[config.mk]
export PLATFORM = sky130hd
export DESIGN_NAME = cdp1861_dma_host
export DESIGN_NICKNAME = d
export VERILOG_FILES = /design/src/rtl/cdp1861_dma_host.sv
export SDC_FILE = /design/constraint.sdc
export NUM_CORES = 1
export LEC_CHECK = 0
export CELL_PAD_IN_SITES_DETAIL_PLACEMENT = 1
export CELL_PAD_IN_SITES_GLOBAL_PLACEMENT = 1
export CORE_MARGIN = 5
export CORE_UTILIZATION = 39
export CTS_BUF_LIST = sky130_fd_sc_hd__clkbuf_2 sky130_fd_sc_hd__clkbuf_4 sky130_fd_sc_hd__clkbuf_8
export CTS_CLUSTER_DIAMETER = 200
export DETAILED_ROUTE_END_ITERATION = 10
export PLACE_DENSITY_LB_ADDON = 0.2
export SYNTH_ARGS = -nofsm -noshare
export SYNTH_HDL_FRONTEND = slang
export SYNTH_SLANG_ARGS = --single-unit
[constraint.sdc]
create_clock -name clock -period 5.01 [get_ports clock]
set_clock_uncertainty 0.2 [all_clocks]
set_input_delay 0.7515 -clock clock [delete_from_list [all_inputs] [get_ports clock]]
set_output_delay 0.7515 -clock clock [all_outputs]
set_load 0.005 [all_outputs]
[src/rtl/cdp1861_dma_host.sv]
// cdp1861_dma_host: 1802-style bus sequencer serving CDP1861 display DMA and interrupts.
// Emits TPA/TPB/SC machine-cycle timing, runs DMA-out reads at R0 (post-increment),
// and acknowledges display interrupts with an interrupt cycle.
// Optional: define CDP1861_HOST_DMAIN_EN to add a DMA-in path (DMAI_n, dma_in_data, mem_wr).
module cdp1861_dma_host #(
  parameter int unsigned CYCLE_LEN = 8,
  parameter logic [15:0] R0_RESET  = 16'h0000
) (
  input  logic        clock,
  input  logic        reset,
  input  logic        DMAO_n,
  input  logic        INT_n,
  input  logic        r0_load,
  input  logic [15:0] r0_value,
  input  logic        ie_set,
  input  logic [7:0]  mem_data,
`ifdef CDP1861_HOST_DMAIN_EN
  input  logic        DMAI_n,
  input  logic [7:0]  dma_in_data,
  output logic        mem_wr,
`endif
  output logic        TPA,
  output logic        TPB,
  output logic [1:0]  SC,
  output logic [15:0] mem_addr,
  output logic        mem_rd,
  output logic [7:0]  DataOut,
  output logic        int_ack,
  output logic [15:0] r0,
  output logic        ie
);

  localparam int unsigned PH_W    = 4;
  localparam logic [PH_W-1:0] PH_LAST = PH_W'(CYCLE_LEN - 1);
  localparam logic [PH_W-1:0] PH_TPA  = PH_W'(1);
  localparam logic [PH_W-1:0] PH_RD   = PH_W'(2);
  localparam logic [PH_W-1:0] PH_CAP  = PH_W'(3);
  localparam logic [PH_W-1:0] PH_TPB  = PH_W'(6);

  // State encoding doubles as the SC code driven to the display.
  typedef enum logic [1:0] {
    ST_FETCH = 2'b00,
    ST_EXEC  = 2'b10,
    ST_DMA   = 2'b01,
    ST_INTR  = 2'b11
  } state_t;

  state_t          state;
  state_t          state_nxt;
  logic [PH_W-1:0] ph;
  logic [PH_W-1:0] ph_nxt;
  logic            wrap;
  logic            rd_slot;
  logic            dma_req;
  logic            dma_pend;
  logic            int_pend;
`ifdef CDP1861_HOST_DMAIN_EN
  logic            dmai_pend;
  logic            dma_in;
`endif

  assign SC = 2'(state);

  // Phase advance and next machine-cycle selection (DMA beats interrupt).
  always_comb begin
    wrap      = (ph == PH_LAST);
    ph_nxt    = wrap ? '0 : ph + PH_W'(1);
    rd_slot   = (state == ST_DMA) && (ph_nxt == PH_RD);
`ifdef CDP1861_HOST_DMAIN_EN
    dma_req   = dma_pend | dmai_pend;
`else
    dma_req   = dma_pend;
`endif
    state_nxt = state;
    case (state)
      ST_FETCH: state_nxt = ST_EXEC;
      ST_INTR:  state_nxt = ST_FETCH;
      default: begin
        if (dma_req)             state_nxt = ST_DMA;
        else if (int_pend && ie) state_nxt = ST_INTR;
        else                     state_nxt = ST_FETCH;
      end
    endcase
  end

  // Cycle sequencer with registered timing, bus and register outputs.
  always_ff @(posedge clock or posedge reset) begin
    if (reset) begin
      ph        <= '0;
      state     <= ST_FETCH;
      TPA       <= 1'b0;
      TPB       <= 1'b0;
      dma_pend  <= 1'b0;
      int_pend  <= 1'b0;
      mem_rd    <= 1'b0;
      mem_addr  <= '0;
      DataOut   <= '0;
      int_ack   <= 1'b0;
      r0        <= R0_RESET;
      ie        <= 1'b1;
`ifdef CDP1861_HOST_DMAIN_EN
      dmai_pend <= 1'b0;
      dma_in    <= 1'b0;
      mem_wr    <= 1'b0;
`endif
    end else begin
      ph      <= ph_nxt;
      TPA     <= (ph_nxt == PH_TPA);
      TPB     <= (ph_nxt == PH_TPB);
      int_ack <= 1'b0;

      if (ph == PH_TPB) begin
        dma_pend <= ~DMAO_n;
        int_pend <= ~INT_n;
`ifdef CDP1861_HOST_DMAIN_EN
        dmai_pend <= ~DMAI_n;
`endif
      end

      if (wrap) begin
        state <= state_nxt;
`ifdef CDP1861_HOST_DMAIN_EN
        dma_in <= (state_nxt == ST_DMA) && dmai_pend;
`endif
      end

      mem_addr <= rd_slot ? r0 : '0;
`ifdef CDP1861_HOST_DMAIN_EN
      mem_rd <= rd_slot && !dma_in;
      mem_wr <= rd_slot && dma_in;
      if (wrap)
        DataOut <= '0;
      else if (rd_slot && dma_in)
        DataOut <= dma_in_data;
      else if ((state == ST_DMA) && (ph == PH_CAP) && !dma_in)
        DataOut <= mem_data;
`else
      mem_rd <= rd_slot;
      if (wrap)
        DataOut <= '0;
      else if ((state == ST_DMA) && (ph == PH_CAP))
        DataOut <= mem_data;
`endif

      // Interrupt-cycle entry clears IE; this wins over a same-clock ie_set.
      if (wrap && (state_nxt == ST_INTR)) begin
        ie      <= 1'b0;
        int_ack <= 1'b1;
      end else if (ie_set) begin
        ie <= 1'b1;
      end

      // Explicit load beats the end-of-DMA post-increment.
      if (r0_load)
        r0 <= r0_value;
      else if ((state == ST_DMA) && wrap)
        r0 <= r0 + 16'd1;
    end
  end

endmodule

==> impl_metrics.tcl <==
set metrics [dict create \
    crit_fanout 9 \
    multi_input_area_um2 933 \
    worst_path_most_repeated_cell "o31a_1" \
    min_path_cells 1 \
    synth_edf_count 0 \
    nFillCells 670 \
    drive_gt1_share_pct 5.35 \
    syn_to_final_growth_pct 37.9 \
    syn_inst 223 \
    hold_path.class "register to register" \
    r2r-end "r0[13]" \
    yosys-top-cells-area "dfrtp_1, o21ai_0, ha_1" \
    crit_path_end_kind "register" \
    numCtsBuffers 5 \
    antenna_cells 0 \
    first_global_vias 2059 \
    p_leak_nw 1.46 \
    power_density_nw_per_um2 285 \
    ctsResizeCount 0 \
    required_ps 5010 \
    synth_top_cell_by_area "dfrtp_1" \
    crit_chain "inv_1 > ha_1 > nand4b_4 > or4_1 > o31a_1 > o31a_1" \
    status "finished, final reports clean" \
    via_count 1889 \
    gp_congestion 0.735 \
    yosys_warnings 0 \
    synth_fp_nets 260 \
    crit_start "SC[1]" \
    slowest_delay_ps 670 \
    ys_ff_latch 53 \
    period_share_pct 53.5 \
    cts.sinks 53 \
    track_usage_pct 16.4 \
    drt_pass1_iterations 3 \
    dpl.cell_count 366 \
    rows 28 \
    cp-start-kind "register" \
    vias_per_cell 5.05 \
    cts_buffer_depth 2 \
    netlist.area_leader.share_pct 55.0 \
    io_pins 77 \
    dp_hpwl_mm 4.53 \
    slew_headroom_pct 47.4 \
    ys_types 37 \
    period_minus_slack_ps 2680 \
    synthArstFlopShare_pct 100 \
    syn_area_per_cell_um2 10.6 \
    core_um2 5920 \
    arrival_ps 2680 \
    clkTransAtPathRegs_ps 90 \
    cts.htree.levels 2 \
    drv_slew 0 \
    drc 0 \
    r2r_start "SC[1]" \
    grt_max_degree 54 \
    overflow 0 \
    ir_worst_vdd_mv 0.133 \
    die_h_um 87.9 \
    nets 335 \
    die_w_um 87.9 \
    ys_seq_area_share_pct 56.1 \
    initial_core_util_pct 39.9 \
    max_freq_mhz 373 \
    r2r_setup_slack_ps 2330 \
    ctsHoldBuffers 0 \
    crit_slowest_cell "or4_1" \
    cts_tree "built" \
    synth_area_um2 2360 \
    antenna_left 0 \
    routed_wl_mm 5.89 \
    hold_viol_final 0 \
    setup_tns_ps 0 \
    cts_root_buf "clkbuf_8" \
    regArea_um2 1330 \
    crit_end "r0[13]" \
    ys.flop_type "dfrtp_1" \
    clock_latency_ps 300 \
    die-area_um2 7720 \
    r2r_cells 6 \
    post_cts_buffers 0 \
    fin_cells 374 \
    tightest_slew_ps 786 \
    setup_viol 0 \
    antenna_found_initial 0 \
    first_iter_violations 37 \
    io_buffers 76 \
    rsz0062_at_grt "no" \
    drv_cap 0 \
    path_class "register to register" \
    wire_per_inst_um 15.7 \
    grt_pass1_wl_mm 9.94 \
]
==> kinds of logic (layout without fill, tap and decap cells) <==
| kind of cell | count (synthesis) | count (layout) | share of synthesized area, % |
|---|---|---|---|
| and+or+nand+nor | 88 | 88 | 20.4 |
| xor gates and xnor gates | 9 | 9 | 3.33 |
| buffers and inverters | 22 | 98 | 4.39 |
| AOI/OAI and AO/OA | 43 | 43 | 11.6 |
| muxes | 1 | 1 | 0.423 |
| DFF | 53 | 53 | 56.1 |
| adders and majority gates | 7 | 7 | 3.70 |
==> flip-flops by register name, summed over array words and instances (netlist names) <==
| name | flops |
|---|---|
| int_pend | 1 |
| TPA | 1 |
| mem_addr | 16 |
| DataOut | 8 |
| mem_rd | 1 |
| TPB | 1 |
| int_ack | 1 |
| ie | 1 |
| dma_pend | 1 |
| ph | 4 |
| r0 | 16 |
| SC | 2 |
==> area by class of cell <==
cell class,instances,share of cell area (%)
sequential,53,40.7
timing repair buffer,77,23.6
multi-input combinational,148,28.6
clock inverter,1,0.153
tap,75,2.88
inverter,13,1.50
clock buffer,7,2.57
==> power breakdown <==
group / switching (mW) / internal (mW)
Sequential: 0.0265 / 0.454
Combinational: 0.104 / 0.103
Clock: 0.133 / 0.109
Total: 0.264 / 0.667
==> synthesized netlist by cell type (2+ instances only) <==
library cell	n
a31oi_1	7
nor2b_1	3
inv_1	13
o21ai_0	19
nand3_1	6
a21oi_1	2
or3_1	4
buf_6	2
nor3_1	11
xnor2_1	7
nand4_1	2
and2_1	11
a22o_1	6
nand2b_1	3
a21o_1	2
xor2_1	2
and2b_2	2
or4_1	3
ha_1	7
clkbuf_1	4
dfrtp_1	52
nor4_1	2
nand2_1	23
nor2_1	14
o31a_1	4
==> worst min path at each step <==
stage / startpoint / endpoint / slack [ps]
after floorplan: dma_pend / dma_pend / 260
after global placement: DataOut[4] / DataOut[4] / 280
after detailed placement: DataOut[3] / DataOut[3] / 280
after CTS: DataOut[3] / DataOut[3] / 310
after global routing: DataOut[6] / DataOut[6] / 330
final: DataOut[3] / DataOut[3] / 310
==> worst max-delay path: cells and delay by family (launching register included) <==
kind | cells | cell delay [ps]
AND/OR/NAND/NOR | 2 | 880
adder cells (fa/ha/maj) | 1 | 420
buffers and inverters | 1 | 110
flip-flops | 1 | 380
AO/OA/AOI/OAI | 2 | 600
==> stage by stage <==
| step | util, % | setup WS, ps | cell area (um^2) | total power, mW | hold slack, ps |
|---|---|---|---|---|---|
| 6_report | 55.1 | 2330 | 3260 | 0.930 | 309 |
| 5_1_grt | 55.1 | 2170 | 3260 | 0.995 | 331 |
| 4_1_cts | 55.1 | 2300 | 3260 | 0.947 | 314 |
| 3_5_place_dp | 53.6 | 2310 | 3170 | 0.703 | 283 |
| 3_3_place_gp | 53.6 | 2410 | 3170 | 0.694 | 285 |
| 2_1_floorplan | - | 2620 | 2360 | 0.602 | 264 |
==> layer usage <==
metal	part of all wire (%)	track usage, %	wire length, um	vias to the layer above
li1	-	-	-	920
met1	46	21.1	2690	908
met3	6.7	4.70	394	7
met4	0.97	3.77	57	0
met5	0	0	0	-
met2	47	27.4	2740	54
==> cell usage in the layout, fill, tap and decap left out, types with 5 or more instances in the layout <==
cell             netlist  routed
a31oi_1                7       7
nand3_1                6       6
nand2_1               23      23
nor3_1                11      11
ha_1                   7       7
and2_1                11      11
nor2_1                14      14
inv_1                 13      12
clkbuf_8               0       5
dfrtp_1               52      52
xnor2_1                7       7
clkdlybuf4s50_1        0      76
a22o_1                 6       6
o21ai_0               19      19
Note: power is estimated with default switching activity, not from simulation.
